$ cat src/rtl/alu_arb_seq.sv
// Round-robin arbiter for two requesters sharing one external add/sub unit.
// ADD/SUB/NEG take one pass through the unit; MUL is W shift-add passes.
module alu_arb_seq #(
  parameter int unsigned W = 4
) (
  input  logic         clk,
  input  logic         rst_n,
  input  logic         req0_valid,
  output logic         req0_ready,
  input  logic [1:0]   req0_op,
  input  logic [W-1:0] req0_a,
  input  logic [W-1:0] req0_b,
  input  logic         req1_valid,
  output logic         req1_ready,
  input  logic [1:0]   req1_op,
  input  logic [W-1:0] req1_a,
  input  logic [W-1:0] req1_b,
  output logic         rsp_valid,
  input  logic         rsp_ready,
  output logic         rsp_id,
  output logic [W-1:0] rsp_res,
  output logic         rsp_cout,
  output logic         rsp_ovf,
  output logic [W-1:0] alu_a,
  output logic [W-1:0] alu_b,
  output logic         alu_sub,
  input  logic [W-1:0] alu_res,
  input  logic         alu_cout,
  input  logic         alu_ovf
);

  localparam int unsigned CntW = (W > 1) ? $clog2(W) : 1;

  localparam logic [1:0] StIdle = 2'd0;
  localparam logic [1:0] StExec = 2'd1;
  localparam logic [1:0] StMul  = 2'd2;
  localparam logic [1:0] StResp = 2'd3;

  localparam logic [1:0] OpAdd = 2'b00;
  localparam logic [1:0] OpMul = 2'b10;
  localparam logic [1:0] OpNeg = 2'b11;

  logic [1:0]      state_q, state_d;
  logic            rr_q, rr_d;
  logic [1:0]      op_q, op_d;
  logic [W-1:0]    a_q, a_d;
  logic [W-1:0]    b_q, b_d;
  logic [W-1:0]    acc_q, acc_d;
  logic [CntW-1:0] cnt_q, cnt_d;
  logic            id_q, id_d;
  logic [W-1:0]    res_q, res_d;
  logic            cout_q, cout_d;
  logic            ovf_q, ovf_d;

  logic gnt_any, gnt_id, idle;

  // Ties go to the rr pointer; a lone requester always wins.
  assign gnt_any    = req0_valid | req1_valid;
  assign gnt_id     = (req0_valid & req1_valid) ? rr_q : (req1_valid & ~req0_valid);
  assign idle       = (state_q == StIdle) & rst_n;
  assign req0_ready = idle & gnt_any & ~gnt_id;
  assign req1_ready = idle & gnt_any & gnt_id;

  assign rsp_valid = (state_q == StResp);
  assign rsp_id    = id_q;
  assign rsp_res   = res_q;
  assign rsp_cout  = cout_q;
  assign rsp_ovf   = ovf_q;

  always_comb begin
    alu_a   = '0;
    alu_b   = '0;
    alu_sub = 1'b0;
    case (state_q)
      StExec: begin
        alu_a   = (op_q == OpNeg) ? '0 : a_q;
        alu_b   = b_q;
        alu_sub = (op_q != OpAdd);
      end
      StMul: begin
        alu_a = acc_q;
        alu_b = b_q[cnt_q] ? (a_q << cnt_q) : '0;
      end
      default: ;
    endcase
  end

  always_comb begin
    state_d = state_q;
    rr_d    = rr_q;
    op_d    = op_q;
    a_d     = a_q;
    b_d     = b_q;
    acc_d   = acc_q;
    cnt_d   = cnt_q;
    id_d    = id_q;
    res_d   = res_q;
    cout_d  = cout_q;
    ovf_d   = ovf_q;
    case (state_q)
      StIdle: begin
        if (gnt_any) begin
          op_d    = gnt_id ? req1_op : req0_op;
          a_d     = gnt_id ? req1_a : req0_a;
          b_d     = gnt_id ? req1_b : req0_b;
          id_d    = gnt_id;
          rr_d    = ~gnt_id;
          acc_d   = '0;
          cnt_d   = '0;
          state_d = (op_d == OpMul) ? StMul : StExec;
        end
      end
      StExec: begin
        res_d   = alu_res;
        cout_d  = alu_cout;
        ovf_d   = alu_ovf;
        state_d = StResp;
      end
      StMul: begin
        acc_d = alu_res;
        cnt_d = cnt_q + 1'b1;
        if (cnt_q == CntW'(W - 1)) begin
          res_d   = alu_res;
          cout_d  = 1'b0;
          ovf_d   = 1'b0;
          state_d = StResp;
        end
      end
      StResp: begin
        if (rsp_ready) state_d = StIdle;
      end
      default: state_d = StIdle;
    endcase
  end

  always_ff @(posedge clk) begin
    if (!rst_n) begin
      state_q <= StIdle;
      rr_q    <= 1'b0;
      op_q    <= 2'b00;
      a_q     <= '0;
      b_q     <= '0;
      acc_q   <= '0;
      cnt_q   <= '0;
      id_q    <= 1'b0;
      res_q   <= '0;
      cout_q  <= 1'b0;
      ovf_q   <= 1'b0;
    end else begin
      state_q <= state_d;
      rr_q    <= rr_d;
      op_q    <= op_d;
      a_q     <= a_d;
      b_q     <= b_d;
      acc_q   <= acc_d;
      cnt_q   <= cnt_d;
      id_q    <= id_d;
      res_q   <= res_d;
      cout_q  <= cout_d;
      ovf_q   <= ovf_d;
    end
  end

endmodule

$ cat config.mk
export PLATFORM = sky130hd
export DESIGN_NAME = alu_arb_seq
export DESIGN_NICKNAME = d
export VERILOG_FILES = /design/src/rtl/alu_arb_seq.sv
export SDC_FILE = /design/constraint.sdc
export NUM_CORES = 1
export LEC_CHECK = 0
export CORE_UTILIZATION = 47
export DETAILED_ROUTE_END_ITERATION = 16
export MAX_ROUTING_LAYER = met4
export PLACE_DENSITY_LB_ADDON = 0.25
export SYNTH_ARGS = -nofsm -noshare
export SYNTH_HDL_FRONTEND = slang
export SYNTH_SLANG_ARGS = --single-unit
$ cat constraint.sdc
create_clock -name clk -period 3.1 [get_ports clk]
set_input_delay 0.31 -clock clk [delete_from_list [all_inputs] [get_ports clk]]
set_output_delay 0.31 -clock clk [all_outputs]
set_load 0.05 [all_outputs]
==> key figures, run 1 <==
Run status
  • Outcome: complete, no violations

Setup path
  • Worst Path Arrival: 2630 ps
  • R2R Path Start: state_q[0]
  • Setup crit end: alu_b[0]
  • Worst Setup End Kind: primary output
  • Worst setup SP type: register
  • Worst Setup Path Type: register to primary output
  • Crit-path max FO: 11
  • Reg2Reg Depth: 5
  • Flop2flop setup slack: roughly 1200 ps
  • CP Launch Point: state_q[0]
  • Reg2reg end: b_q[2]
  • Worst endpoint required time: between 2000 and 3000 ps

Place
  • Post-DP HPWL: about 2700 µm
  • Count of input and output buffers: between 40 and 50
  • Place WS: around 490 ps
  • GPL Wtd Cong: ~0.77

Pwr
  • Final total power: 0.00151 W
  • Peak supply drop: roughly 690 µV
  • Power Density: around 770 nW/µm²
  • LEAKAGE: approximately 0.8 nW

Clocking
  • H-tree levels: 1
  • CTS tree: done
  • Clock sink count: 26
  • Clock slew at reported path FFs: 130 ps
  • CTS max path bufs: 2
  • Root Driver: clkbuf_4
  • CTS Buf Count: 3
  • Clock insertion delay at the later pin of the skew report: between 300 and 400 ps

Routing
  • Drc violations: 0
  • Vias: about 1300
  • Post-route ant nets: 0
  • Vias/cell: 5.74
  • Initial DRC Count: 27
  • DRT Pass-1 Iters: 4
  • Total Wirelength: about 3500 µm
  • Routed WL per cell: between 10 and 15 µm

Cells and area
  • Post-layout util: 70.1%
  • Area Overhead vs Synth: 40.6%
  • Nets: about 240
  • N_diodes: 0
  • Layout cell share with drive strength beyond 1: under 10%

Logic synthesis
  • Post-synthesis mux area share: approximately 5.8%
  • Synth Area in XOR/XNOR: 0%
  • Synth Area in Simple Gates: between 10% and 20%
  • Largest family of logic cells by synthesized area: compound AO/OA/AOI/OAI gates
  • Post-synthesis sequential element count: 26
  • Synth warn: 0
  • Synth Area in Compound Gates: around 28%
  • Post-Syn Area: roughly 1400 µm²
  • Post-synth top flop: dfxtp_1
  • Post-synthesis cell type count: 42
  • Syn Area/Cell: roughly 9 µm²
  • EDFF count, synth: 0
  • Sequential area share after synthesis: between 30% and 40%
  • Post-synthesis adder-cell area fraction: between 5 and 6%
  • Ys async rst share: 0%
  • Cells after synthesis: ~150
  • Syn nets: 188

Global route
  • GRT Total Usage: between 20% and 30%
  • Vias in the first global route: 1327
  • Total grt overflow: 0
  • Largest net degree at the start of global routing: 17
  • First-pass GRT wire length: between 5000 and 6000 µm
  • Initial antenna violation count: 0

Timing
  • Final hold viol count: 0
  • Worst setup slack after layout: 163 ps
  • Final worst-path cycle share: a little over nine tenths
  • Final Max Tran Viols: 0
  • Tmin final: roughly 2900 ps
  • Max Clock Skew: roughly 1.2 ps
  • Rel. slew slack: 49.7%
  • Final setup viols: 0
  • Final setup TNS: 0 ps
  • Unrepaired setup endpoints after global routing: false
  • Hold Slack: 498 ps
  • Least-Margin Pin Slew: 749 ps
  • Fmax: 0.340 GHz

Floorplan
  • Die Wd: 56.3 µm
  • Ports: 50
  • Core Region: 2780 µm²
  • Rows: 19
  • Die ar.: roughly 3200 µm²
  • Initial Util: 49.8%
  • Die height: approximately 56 µm

Run
  • Maxcap violations: 0

Min path
  • Min-Delay Path Class: register to register
how the worst min path moves through the flow:
stage / start / end / cells past startpoint
finish: rsp_id / rsp_id / 1
global route: rsp_id / rsp_id / 1
CTS: rsp_id / rsp_id / 1
detailed placement: rsp_id / rsp_id / 1
global placement: rsp_id / rsp_id / 1
floorplan: req1_a[1] / a_q[1] / 1
cells in the final DEF, fill, tap and decap left out, types with 4 or more instances in the layout:
cell,n
clkdlybuf4s50_1,46
dfxtp_1,26
nor2_1,14
a22oi_1,11
nor2b_1,10
nand2_1,9
mux2i_1,8
inv_1,7
and3_1,6
a221o_1,6
ha_1,6
a32oi_1,4
state kept, by name, indices dropped and copies added (netlist names), 2 cells and up:
name     flops
cnt_q        2
acc_q        4
b_q          4
a_q          4
rsp_res      4
op_q         2
state_q      2
synthesized netlist by cell type, types with 2 or more instances:
cell,number,share of area [%]
a221o_1,6,4.3
nand2_1,9,2.4
nor2b_1,10,4.5
a311oi_1,2,1.3
o21ai_0,3,1.1
ha_1,6,5.4
nand3_1,2,0.72
and3_1,6,2.7
dfxtp_1,26,38
inv_1,7,1.9
mux2i_1,8,5.8
o21a_1,2,1.1
a211o_1,2,1.3
nand2b_1,2,0.90
a31o_2,2,1.3
a21oi_1,2,0.72
nor2_1,14,3.8
a22oi_1,11,6.0
a32oi_1,4,2.5
and2_1,2,0.90
clkbuf_1,3,0.81
buf_2,2,0.72
stage by stage:
stage | instance area, µm² | std cells
floorplan | 1390 | 151
global placement | 1910 | 227
finish | 1950 | 231
detailed placement | 1910 | 227
global route | 1950 | 231
CTS | 1940 | 231
layer usage:
metal  GRT usage (%)  vias up  wire (µm)
met5               -        -          0
met4            3.14        0         18
met1            25.9      617       1470
li1                -      665          -
met2            45.2       41       1820
met3            4.15        2        152
worst max-delay path: stages (launching register included):
cell	delay (ps)
dfxtp_1	370
inv_1	120
ha_1	390
nand2b_1	150
o41ai_1	300
and2_1	180
clkdlybuf4s50_1	800
where the power goes:
group / switching [W] / leakage [nW] / internal, W
Combinational: 0.000489 / 0.569 / 0.000342
Sequential: 0.0000818 / 0.213 / 0.000424
Clock: 0.0000973 / 0.0210 / 0.0000718
layout make-up:
type | instances | area, µm²
repair buffers | 51 | 520
multi-input cells | 110 | 800
clock buffers | 4 | 36.3
flip-flops and latches | 26 | 520
inverters | 9 | 33.8
fillers | 238 | 832
well taps | 31 | 38.8
cell families (layout without fill, tap and decap cells):
group	count (synthesis)	in the layout
DFF	26	26
AOI/OAI and AO/OA	48	48
adders and majority gates	6	6
muxes	8	8
buffers and inverters	15	64
and+or+nand+nor	48	48
repair_timing:
item                                    CTS  global route
gates resized for setup                   0             3
hold buffers                              0             0
endpoints found under the setup margin    0             6
buffers inserted                          0             0
Note: power is estimated with default switching activity, not from simulation.
==> run 2: changes to the inputs <==
--- a/config.mk
+++ b/config.mk
@@ -6,9 +6,10 @@
 export NUM_CORES = 1
 export LEC_CHECK = 0
 export CORE_UTILIZATION = 47
+export CTS_CLUSTER_DIAMETER = 50
 export DETAILED_ROUTE_END_ITERATION = 16
 export MAX_ROUTING_LAYER = met4
-export PLACE_DENSITY_LB_ADDON = 0.25
+export PLACE_DENSITY = 0.84
 export SYNTH_ARGS = -nofsm -noshare
 export SYNTH_HDL_FRONTEND = slang
 export SYNTH_SLANG_ARGS = --single-unit
==> run 2 against run 1 <==
  * Sequential share of layout area is 0.26 points higher
  * Wire length is 6.3% higher
  * Sequential power hardly changed
  * Worst setup slack better by 26 ps
  * Register-to-register slack worse by 50 ps
  * Non-clock buffer count is 1 lower
  * Final area is 0.96% lower
  * Die area stayed put
  * Flip-flop and latch count stayed put
  * Clock power is 14% lower
  * Highest routed layer unchanged
  * Largest power group unchanged
  * Critical path depth stayed put
  * Largest cell class unchanged
  * Global-route usage is 1.7 points higher
==> key figures, run 2 (synthesis results as in run 1) <==
Clocking
  • Postcts setup bufs: 0 (unchanged)
  • Clock insertion delay at the later pin of the skew report: 320 ps (about the same)
  • CTS max path bufs: 2 (unchanged)
  • Clock sink count: 26 (unchanged)
  • CTS tree: done (unchanged)
  • Root Driver: clkbuf_4 (unchanged)
  • H-tree levels: 1 (unchanged)
  • Clock slew at reported path FFs: 140 ps (was 130 ps)
  • CTS Buf Count: 3 (unchanged)
  • Cts hold-fix bufs: 0 (unchanged)

Global route
  • Vias in the first global route: 1367 (was 1327)
  • GRT Total Usage: 25.3% (was 23.6%)
  • Initial antenna violation count: 0 (unchanged)
  • Global routing usage on met3: 4.15% (unchanged)
  • Largest net degree at the start of global routing: 18 (was 17)
  • M2 GR Usage: 43.4% (was 45.2%)
  • M1 GR Usage: 29.9% (was 25.9%)
  • First-pass GRT wire length: 6090 µm (was 5770 µm)
  • Total grt overflow: 0 (unchanged)
  • Busiest grt layer: met2 (unchanged)

Cells and area
  • N_diodes: 0 (unchanged)
  • Post-Layout Cell Count: 229 (was 231)
  • Post-layout util: 69.4% (was 70.1%)
  • Commonest cells after routing, fill and taps aside: clkdlybuf4s50_1, dfxtp_1, nor2_1 (unchanged)
  • Area Overhead vs Synth: 39.3% (was 40.6%)
  • Nets: 237 (was 238)
  • Layout cell share with drive strength beyond 1: 6.06% (was 7.00%)
  • Commonest non-fill, non-tap cell in the layout: clkdlybuf4s50_1 (unchanged)

Floorplan
  • Rows: 19 (unchanged)
  • Core Region: 2780 µm² (unchanged)
  • Ports: 50 (unchanged)
  • Die ar.: 3170 µm² (unchanged)
  • Initial Util: 49.8% (unchanged)
  • Die Wd: 56.3 µm (unchanged)
  • Die height: 56.3 µm (unchanged)

Setup path
  • R2R Path Start: state_q[0] (unchanged)
  • Flop2flop setup slack: 1180 ps (was 1230 ps)
  • Slowest CP cell: clkdlybuf4s50_1 (unchanged)
  • Reg2Reg Depth: 5 (unchanged)
  • Worst Path Arrival: 2600 ps (was 2630 ps)
  • Worst Setup Path Type: register to primary output (unchanged)
  • Crit-path max cell delay: 800 ps (about the same)
  • Crit-path max FO: 11 (unchanged)
  • Setup crit end: alu_b[1] (was alu_b[0])
  • Worst Setup End Kind: primary output (unchanged)
  • CP Launch Point: state_q[0] (unchanged)
  • Crit path cell chain: inv_1 > ha_1 > nand2b_1 > o31ai_1 > and2_1 > clkdlybuf4s50_1 (was inv_1 > ha_1 > nand2b_1 > o41ai_1 > and2_1 > clkdlybuf4s50_1)
  • Worst setup SP type: register (unchanged)
  • Reg2reg end: b_q[2] (unchanged)
  • Worst endpoint required time: 2790 ps (about the same)

Timing
  • Rel. slew slack: 47.5% (was 49.7%)
  • Max Clock Skew: 3.56 ps (was 1.20 ps)
  • Least-Margin Pin Slew: 782 ps (was 749 ps)
  • Fmax: 0.343 GHz (was 0.340 GHz)
  • Final worst-path cycle share: 93.9% (was 94.8%)
  • Final hold viol count: 0 (unchanged)
  • Final setup viols: 0 (unchanged)
  • Final setup TNS: 0 ps (unchanged)
  • Tmin final: 2910 ps (was 2940 ps)
  • Final Max Tran Viols: 0 (unchanged)
  • Unrepaired setup endpoints after global routing: false (unchanged)
  • Hold Slack: 504 ps (was 498 ps)

Run
  • Maxcap violations: 0 (unchanged)

Min path
  • Min-Delay Path Class: register to register (unchanged)

Routing
  • Total Wirelength: 3680 µm (was 3460 µm)
  • Routed WL per cell: 16.1 µm (was 15.0 µm)
  • DRT Pass-1 Iters: 4 (unchanged)
  • Vias/cell: 6.04 (was 5.74)
  • Vias: 1383 (was 1325)
  • Drc violations: 0 (unchanged)
  • Initial DRC Count: 73 (was 27)
  • Post-route ant nets: 0 (unchanged)

Place
  • Post-DP HPWL: 2820 µm (was 2710 µm)
  • Count of input and output buffers: 49 (unchanged)
  • Dpl cells: 226 (was 227)
  • GPL Wtd Cong: 0.850 (was 0.767)

Pwr
  • Peak supply drop: 624 µV (was 689 µV)
  • Power Density: 771 nW/µm² (was 772 nW/µm²)
  • LEAKAGE: 0.810 nW (was 0.803 nW)

Run status
  • Outcome: complete, no violations (unchanged)
==> run 2: changes by cell type in the layout (fill, tap and decap cells not counted), sizes merged <==
cell and change:
buf -1, clkbuf -1, clkdlybuf4s50 -1, dlymetal6s2s +1
==> run 2: routing by layer <==
layer	vias up	routed length, µm
met5	-	0
met4	0	68
met3	9	219
met2	77	1860
met1	633	1530
li1	664	-
==> run 2: timing repair <==
item,4_1_cts,5_1_grt
gates resized for setup,0,4
hold endpoints to repair,0,0
endpoints found under the setup margin,0,7
==> run 2: layout make-up <==
class	instances	area (µm²)
Fill cell	225	851
Clock buffer	3	22.5
Inverter	9	33.8
Tap cell	31	38.8
Sequential cell	26	520
Multi-Input combinational cell	110	800
Timing Repair Buffer	50	515
==> run 2: worst min path at each step <==
| stage | slack, ps | to | cells past startpoint | start |
|---|---|---|---|---|
| finish | 500 | rsp_id | 1 | rsp_id |
| global route | 540 | state_q[1] | 2 | state_q[1] |
| CTS | 510 | rsp_id | 1 | rsp_id |
| detailed placement | 480 | rsp_id | 1 | rsp_id |
| global placement | 470 | rsp_id | 1 | rsp_id |
| floorplan | 450 | a_q[1] | 1 | req1_a[1] |
==> run 2: critical path: cells and delay by family (launching register included) <==
family	cells	cell delay, ps
flip-flops	1	370
adder cells (fa/ha/maj)	1	410
buffers and inverters	2	910
AND/OR/NAND/NOR	2	340
AO/OA/AOI/OAI	1	260
==> run 2: stage by stage <==
stage	cell area, µm²	worst slack, ps	total power [W]
after floorplan	1390	990	0.00109
after global placement	1900	579	0.00131
after detailed placement	1900	478	0.00134
after CTS	1920	88.2	0.00148
after global routing	1930	70.0	0.00159
final	1930	189	0.00149
==> run 2: power by group <==
part           leakage, nW  switching (W)  internal (W)
clock network       0.0138      0.0000992     0.0000456
registers            0.213      0.0000827      0.000423
logic                0.583       0.000495      0.000342
total                0.810       0.000677      0.000811
==> run 3: changes to the inputs <==
--- a/config.mk
+++ b/config.mk
@@ -5,11 +5,12 @@
 export SDC_FILE = /design/constraint.sdc
 export NUM_CORES = 1
 export LEC_CHECK = 0
-export CORE_UTILIZATION = 47
+export CORE_UTILIZATION = 44
 export CTS_CLUSTER_DIAMETER = 50
 export DETAILED_ROUTE_END_ITERATION = 16
+export HOLD_SLACK_MARGIN = 0.03
 export MAX_ROUTING_LAYER = met4
-export PLACE_DENSITY = 0.84
+export PLACE_DENSITY = 0.79
 export SYNTH_ARGS = -nofsm -noshare
 export SYNTH_HDL_FRONTEND = slang
 export SYNTH_SLANG_ARGS = --single-unit
==> constraint.sdc (replaced) <==
create_clock -name clk -period 2.72 [get_ports clk]
set_input_delay 0.272 -clock clk [delete_from_list [all_inputs] [get_ports clk]]
set_output_delay 0.272 -clock clk [all_outputs]
set_load 0.05 [all_outputs]
==> run 3 against run 2 <==
  * Core utilization shrank 5.7 points
  * Final area is the same
  * First-iteration DRC count shrank 60%
  * Clock power grew 37%
  * Clock skew grew 2.4 ps
  * Non-clock buffer count is the same
  * Sequential power grew 14%
==> key figures, run 3 (synthesis results as in run 1) <==
Timing
  • Final hold viol count: 0 (unchanged)
  • Rel. slew slack: 44.2% (was 47.5%)
  • Max Clock Skew: 6.01 ps (was 3.56 ps)
  • Final setup viols: 0 (unchanged)
  • Final worst-path cycle share: between 90 and 100%
  • Worst setup slack after layout: 242 ps (was 189 ps)
  • Final setup TNS: 0 ps (unchanged)
  • Fmax: 0.404 GHz
  • Final Max Tran Viols: 0 (unchanged)
  • Hold Slack: 489 ps (was 504 ps)
  • Unrepaired setup endpoints after global routing: false (unchanged)
  • Least-Margin Pin Slew: 831 ps (was 782 ps)
  • Tmin final: roughly 2500 ps

Pwr
  • Peak supply drop: 399 µV (was 624 µV)
  • Comb pwr share: 54.8% (was 56.2%)
  • Share of total power in the clock network: 11.6% (was 9.7%)
  • Reg power frac: 33.6% (was 34.0%)
  • LEAKAGE: 0.779 nW (was 0.810 nW)
  • Int Pwr: 0.000948 W (was 0.000811 W)
  • Psw: 0.000768 W (was 0.000677 W)
  • Power Density: 889 nW/µm² (was 771 nW/µm²)
  • Sw frac: 44.8% (was 45.5%)

Setup path
  • CP delay by family, top: adder cells (was buffers and inverters)
  • Slowest CP cell: ha_1 (was clkdlybuf4s50_1)
  • Worst setup SP type: register (unchanged)
  • Worst Path Arrival: 2210 ps (was 2600 ps)
  • Crit path cell chain: inv_1 > ha_1 > nand2b_1 > o22ai_1 > a32oi_1 > nor2b_1 > buf_4 (was inv_1 > ha_1 > nand2b_1 > o31ai_1 > and2_1 > clkdlybuf4s50_1)
  • Crit-path max cell delay: 420 ps (was 800 ps)
  • Worst endpoint required time: 2450 ps (was 2790 ps)
  • Crit path buf inv count: 2 (unchanged)
  • Reg2Reg Depth: 5 (unchanged)
  • Worst Setup Path Type: register to primary output (unchanged)
  • Worst Setup End Kind: primary output (unchanged)
  • Instance count on the critical path: 7 (was 6)
  • Crit-path max FO: 11 (unchanged)
  • Flop2flop setup slack: 800 ps (was 1180 ps)

Clocking
  • Postcts setup bufs: 0 (unchanged)
  • Clock sink count: 26 (unchanged)
  • Clock slew at reported path FFs: 140 ps (about the same)
  • Clock insertion delay at the later pin of the skew report: 330 ps (was 320 ps)
  • CTS Buf Count: 3 (unchanged)
  • Resize count post-CTS: 0 (unchanged)
  • Cts hold-fix bufs: 0 (unchanged)
  • H-tree levels: 1 (unchanged)
  • CTS tree: done (unchanged)
  • Root Driver: clkbuf_4 (unchanged)
  • CTS max path bufs: 2 (unchanged)

Cells and area
  • Commonest cells after routing, fill and taps aside: clkdlybuf4s50_1, dfxtp_1, nor2_1 (unchanged)
  • Nets: 237 (unchanged)
  • N_diodes: 0 (unchanged)
  • Layout fillers: 274 (was 225)
  • Layout cell share with drive strength beyond 1: 11.1% (was 6.06%)
  • Register area: 520 µm² (unchanged)
  • Commonest non-fill, non-tap cell in the layout: clkdlybuf4s50_1 (unchanged)
  • Area Overhead vs Synth: 39.3% (unchanged)
  • Multi-input gate area: 800 µm² (unchanged)

Run status
  • Outcome: complete, no violations (unchanged)

Min path
  • WHS Path Cells: 3 (was 1)
  • Min-Delay Path Class: input port to register (was register to register)

Floorplan
  • Die height: 58.1 µm (was 56.3 µm)
  • Initial Util: 45.8% (was 49.8%)
  • Die ar.: 3380 µm² (was 3170 µm²)
  • Die Wd: 58.1 µm (was 56.3 µm)
  • Core Region: 3030 µm² (was 2780 µm²)
  • Ports: 50 (unchanged)
  • Rows: 20 (was 19)

Place
  • Post-DP HPWL: 2700 µm (was 2820 µm)
  • Count of input and output buffers: 49 (unchanged)
  • Place WS: 605 ps (was 478 ps)
  • GPL Wtd Cong: 0.825 (was 0.850)

Routing
  • Post-route ant nets: 0 (unchanged)
  • Drc violations: 0 (unchanged)
  • Total Wirelength: 3490 µm (was 3680 µm)
  • DRT Pass-1 Iters: 4 (unchanged)
  • Initial DRC Count: 29 (was 73)
  • Vias: 1342 (was 1383)
  • Routed WL per cell: 14.4 µm (was 16.1 µm)
  • Vias/cell: 5.52 (was 6.04)

Global route
  • Initial antenna violation count: 0 (unchanged)
  • GRT Total Usage: 22.4% (was 25.3%)
  • Largest net degree at the start of global routing: 17 (was 18)
  • Total grt overflow: 0 (unchanged)
  • Vias in the first global route: 1322 (was 1367)
  • First-pass GRT wire length: 5750 µm (was 6090 µm)

Run
  • Maxcap violations: 0 (unchanged)
[run 3: worst paths after layout]
check | startpoint | to
setup / recovery | state_q[0] | alu_b[2]
hold / removal | req0_b[0] | b_q[0]
setup reg to reg | state_q[0] | b_q[2]
hold reg to reg | rsp_id | rsp_id
[run 3: cell type report]
class,instances,share of cell area (%)
multi-input cells,110,41.4
flip-flops and latches,26,27.0
repair buffers,50,25.1
well taps,44,2.85
clock buffers,4,1.88
inverters,9,1.75
[run 3: routing by layer]
layer	global-route usage [%]	vias to the layer above	wire length [µm]
met1	25.9	626	1560
met2	40.4	49	1740
met4	6.80	0	37
li1	-	661	-
met5	-	-	0
met3	2.68	6	157
[run 3: worst min-delay path, cell delays in order]
cell and delay, ps:
clkdlybuf4s50_1 390, nand3_1 70, a21oi_1 60
[run 3: power groups by stage]
stage	Combinational, W	Sequential, W	Clock, W
6_report	0.000940	0.000576	0.000199
5_1_grt	0.00102	0.000588	0.000217
4_1_cts	0.000943	0.000574	0.000197
3_5_place_dp	0.000939	0.000583	0
3_3_place_gp	0.000911	0.000579	0
2_1_floorplan	0.000612	0.000632	0
[run 3: through the flow]
| stage | power [W] | instance area (µm²) | util [%] | std cells |
|---|---|---|---|---|
| after detailed placement | 0.00152 | 1890 | 62.6 | 239 |
| after global routing | 0.00182 | 1930 | 63.8 | 243 |
| after CTS | 0.00171 | 1930 | 63.8 | 243 |
| final | 0.00172 | 1930 | 63.8 | 243 |
| after global placement | 0.00149 | 1890 | 62.6 | 239 |
| after floorplan | 0.00124 | 1390 | - | 151 |
==> edit (settings of run 2) <==
Change the parameter `W` from 4 to 8.
--- a/src/rtl/alu_arb_seq.sv
+++ b/src/rtl/alu_arb_seq.sv
@@ -1,7 +1,7 @@
 // Round-robin arbiter for two requesters sharing one external add/sub unit.
 // ADD/SUB/NEG take one pass through the unit; MUL is W shift-add passes.
 module alu_arb_seq #(
-  parameter int unsigned W = 4
+  parameter int unsigned W = 8
 ) (
   input  logic         clk,
   input  logic         rst_n,
Ports: changed (8 resized); port bits go from 50 to 82. No check against the original RTL was run, so the function may have changed too.
==> edit against run 2 <==
  * Total power grew 86%
  * Global-route usage is 0.19 points higher
  * Cell area is 78% higher
  * Largest power group unchanged
  * Die area up 74%
  * Worst setup slack lost 0.077 ns
  * Routed wire length rose by 74%
  * Sequential power up 72%
  * Synthesized area increased by 77%
  * Sequential cell count grew 17
  * Critical endpoint is now alu_b[4]
==> edit: results (changes against run 2) <==
Cells and area
  • Nets: 410 (+73%)
  • Clk_buf instances: 5 (+2)
  • Clock buffers and inverters, area share: 3.390% (+2.2 points)
  • Comb_multi_in: 207 (+88%)
  • Non-Filler Instances: 420 (+83%)
  • Fillers: 412 (+83%)
  • Inverters: 6 (-3)
  • Buffer share of cell area: 25.74% (-0.96 points)

Placed design
  • Placed cells: 412 (+82%)
  • Hpwl dp: 4.728 mm (+67%)
  • Final GP Congestion: 0.9931 (+17%)
  • Placed inst area: 0.003309 sq mm (+74%)

STA
  • Worst slew pin tran: 0.8386 ns (+0.05627 ns)

Worst setup path
  • WP data arrival: 2.68 ns (+0.08 ns)
  • Reg2reg end: state_q[0]$_SDFFE_PN0P_
  • R2R setup slack: 0.87 ns (-0.31 ns)

Routing
  • Via/cell ratio: 5.567 (-7.8%)
  • Avg WL per Cell: 15.22 um (-5.2%)

Outcome
  • Status: completed

Global routing
  • Gr usage total: 25.46% (+0.19 points)
  • Global-route wire length before repair: 10.41 mm (+71%)

Synthesis
  • Post-Synthesis Cells: 278 (+84%)
  • Post-synthesis adder-cell area fraction: 3.568% (-1.8 points)
  • Synth cell count leaders: dfxtp_1, nor2_1, mux2i_1
  • Mux share of post-synthesis cell area: 16.51% (+11 points)
  • Top cells by area, synth: dfxtp_1, mux2i_1, a22oi_1

Pwr
  • Max VDD drop: 481.2 uV (-23%)
edit: critical path, delay by kind of cell, from the launching register on:
kind            cells  cell delay, ns
simple gates        1            0.26
compound gates      1            0.16
flops               1            0.41
buf+inv             2            0.91
fa+ha+maj           1            0.63
edit: routing by layer:
layer	wire length, um	share of wire [%]
met3	411	6.4
met4	71	1.1
met5	0	0
met2	3119	49
met1	2791	44
edit: worst max-delay path by stage:
stage	start	end	slack, ns	depth (start not counted)
finish	state_q[0]$_SDFFE_PN0P_	alu_b[4]	0.11	5
global route	state_q[0]$_SDFFE_PN0P_	alu_b[4]	0.03	5
CTS	cnt_q[2]$_SDFFE_PN0P_	alu_b[7]	0.05	5
detailed placement	cnt_q[2]$_SDFFE_PN0P_	alu_b[7]	0.37	5
global placement	cnt_q[2]$_SDFFE_PN0P_	alu_b[7]	0.46	5
floorplan	cnt_q[0]$_SDFFE_PN0P_	alu_b[0]	0.62	5
edit: metrics by stage:
step | power, mW | setup WS, ns | utilization [%]
CTS | 2.766 | 0.05221 | 70.21
global placement | 2.274 | 0.4649 | 67.82
global route | 2.939 | 0.02610 | 70.33
finish | 2.767 | 0.1116 | 70.33
floorplan | 1.866 | 0.6183 | -
detailed placement | 2.308 | 0.3722 | 67.82
edit: logic make-up after synthesis:
family | after synthesis
simple gates | 86
compound gates | 78
flops | 43
mux | 36
buf+inv | 28
fa+ha+maj | 7
edit: power groups by stage:
stage	Sequential, mW	Clock (mW)	Combinational [mW]
after floorplan	0.925	0	0.941
after global placement	0.867	0	1.41
after detailed placement	0.875	0	1.43
after CTS	0.863	0.463	1.44
after global routing	0.885	0.487	1.57
final	0.868	0.457	1.44
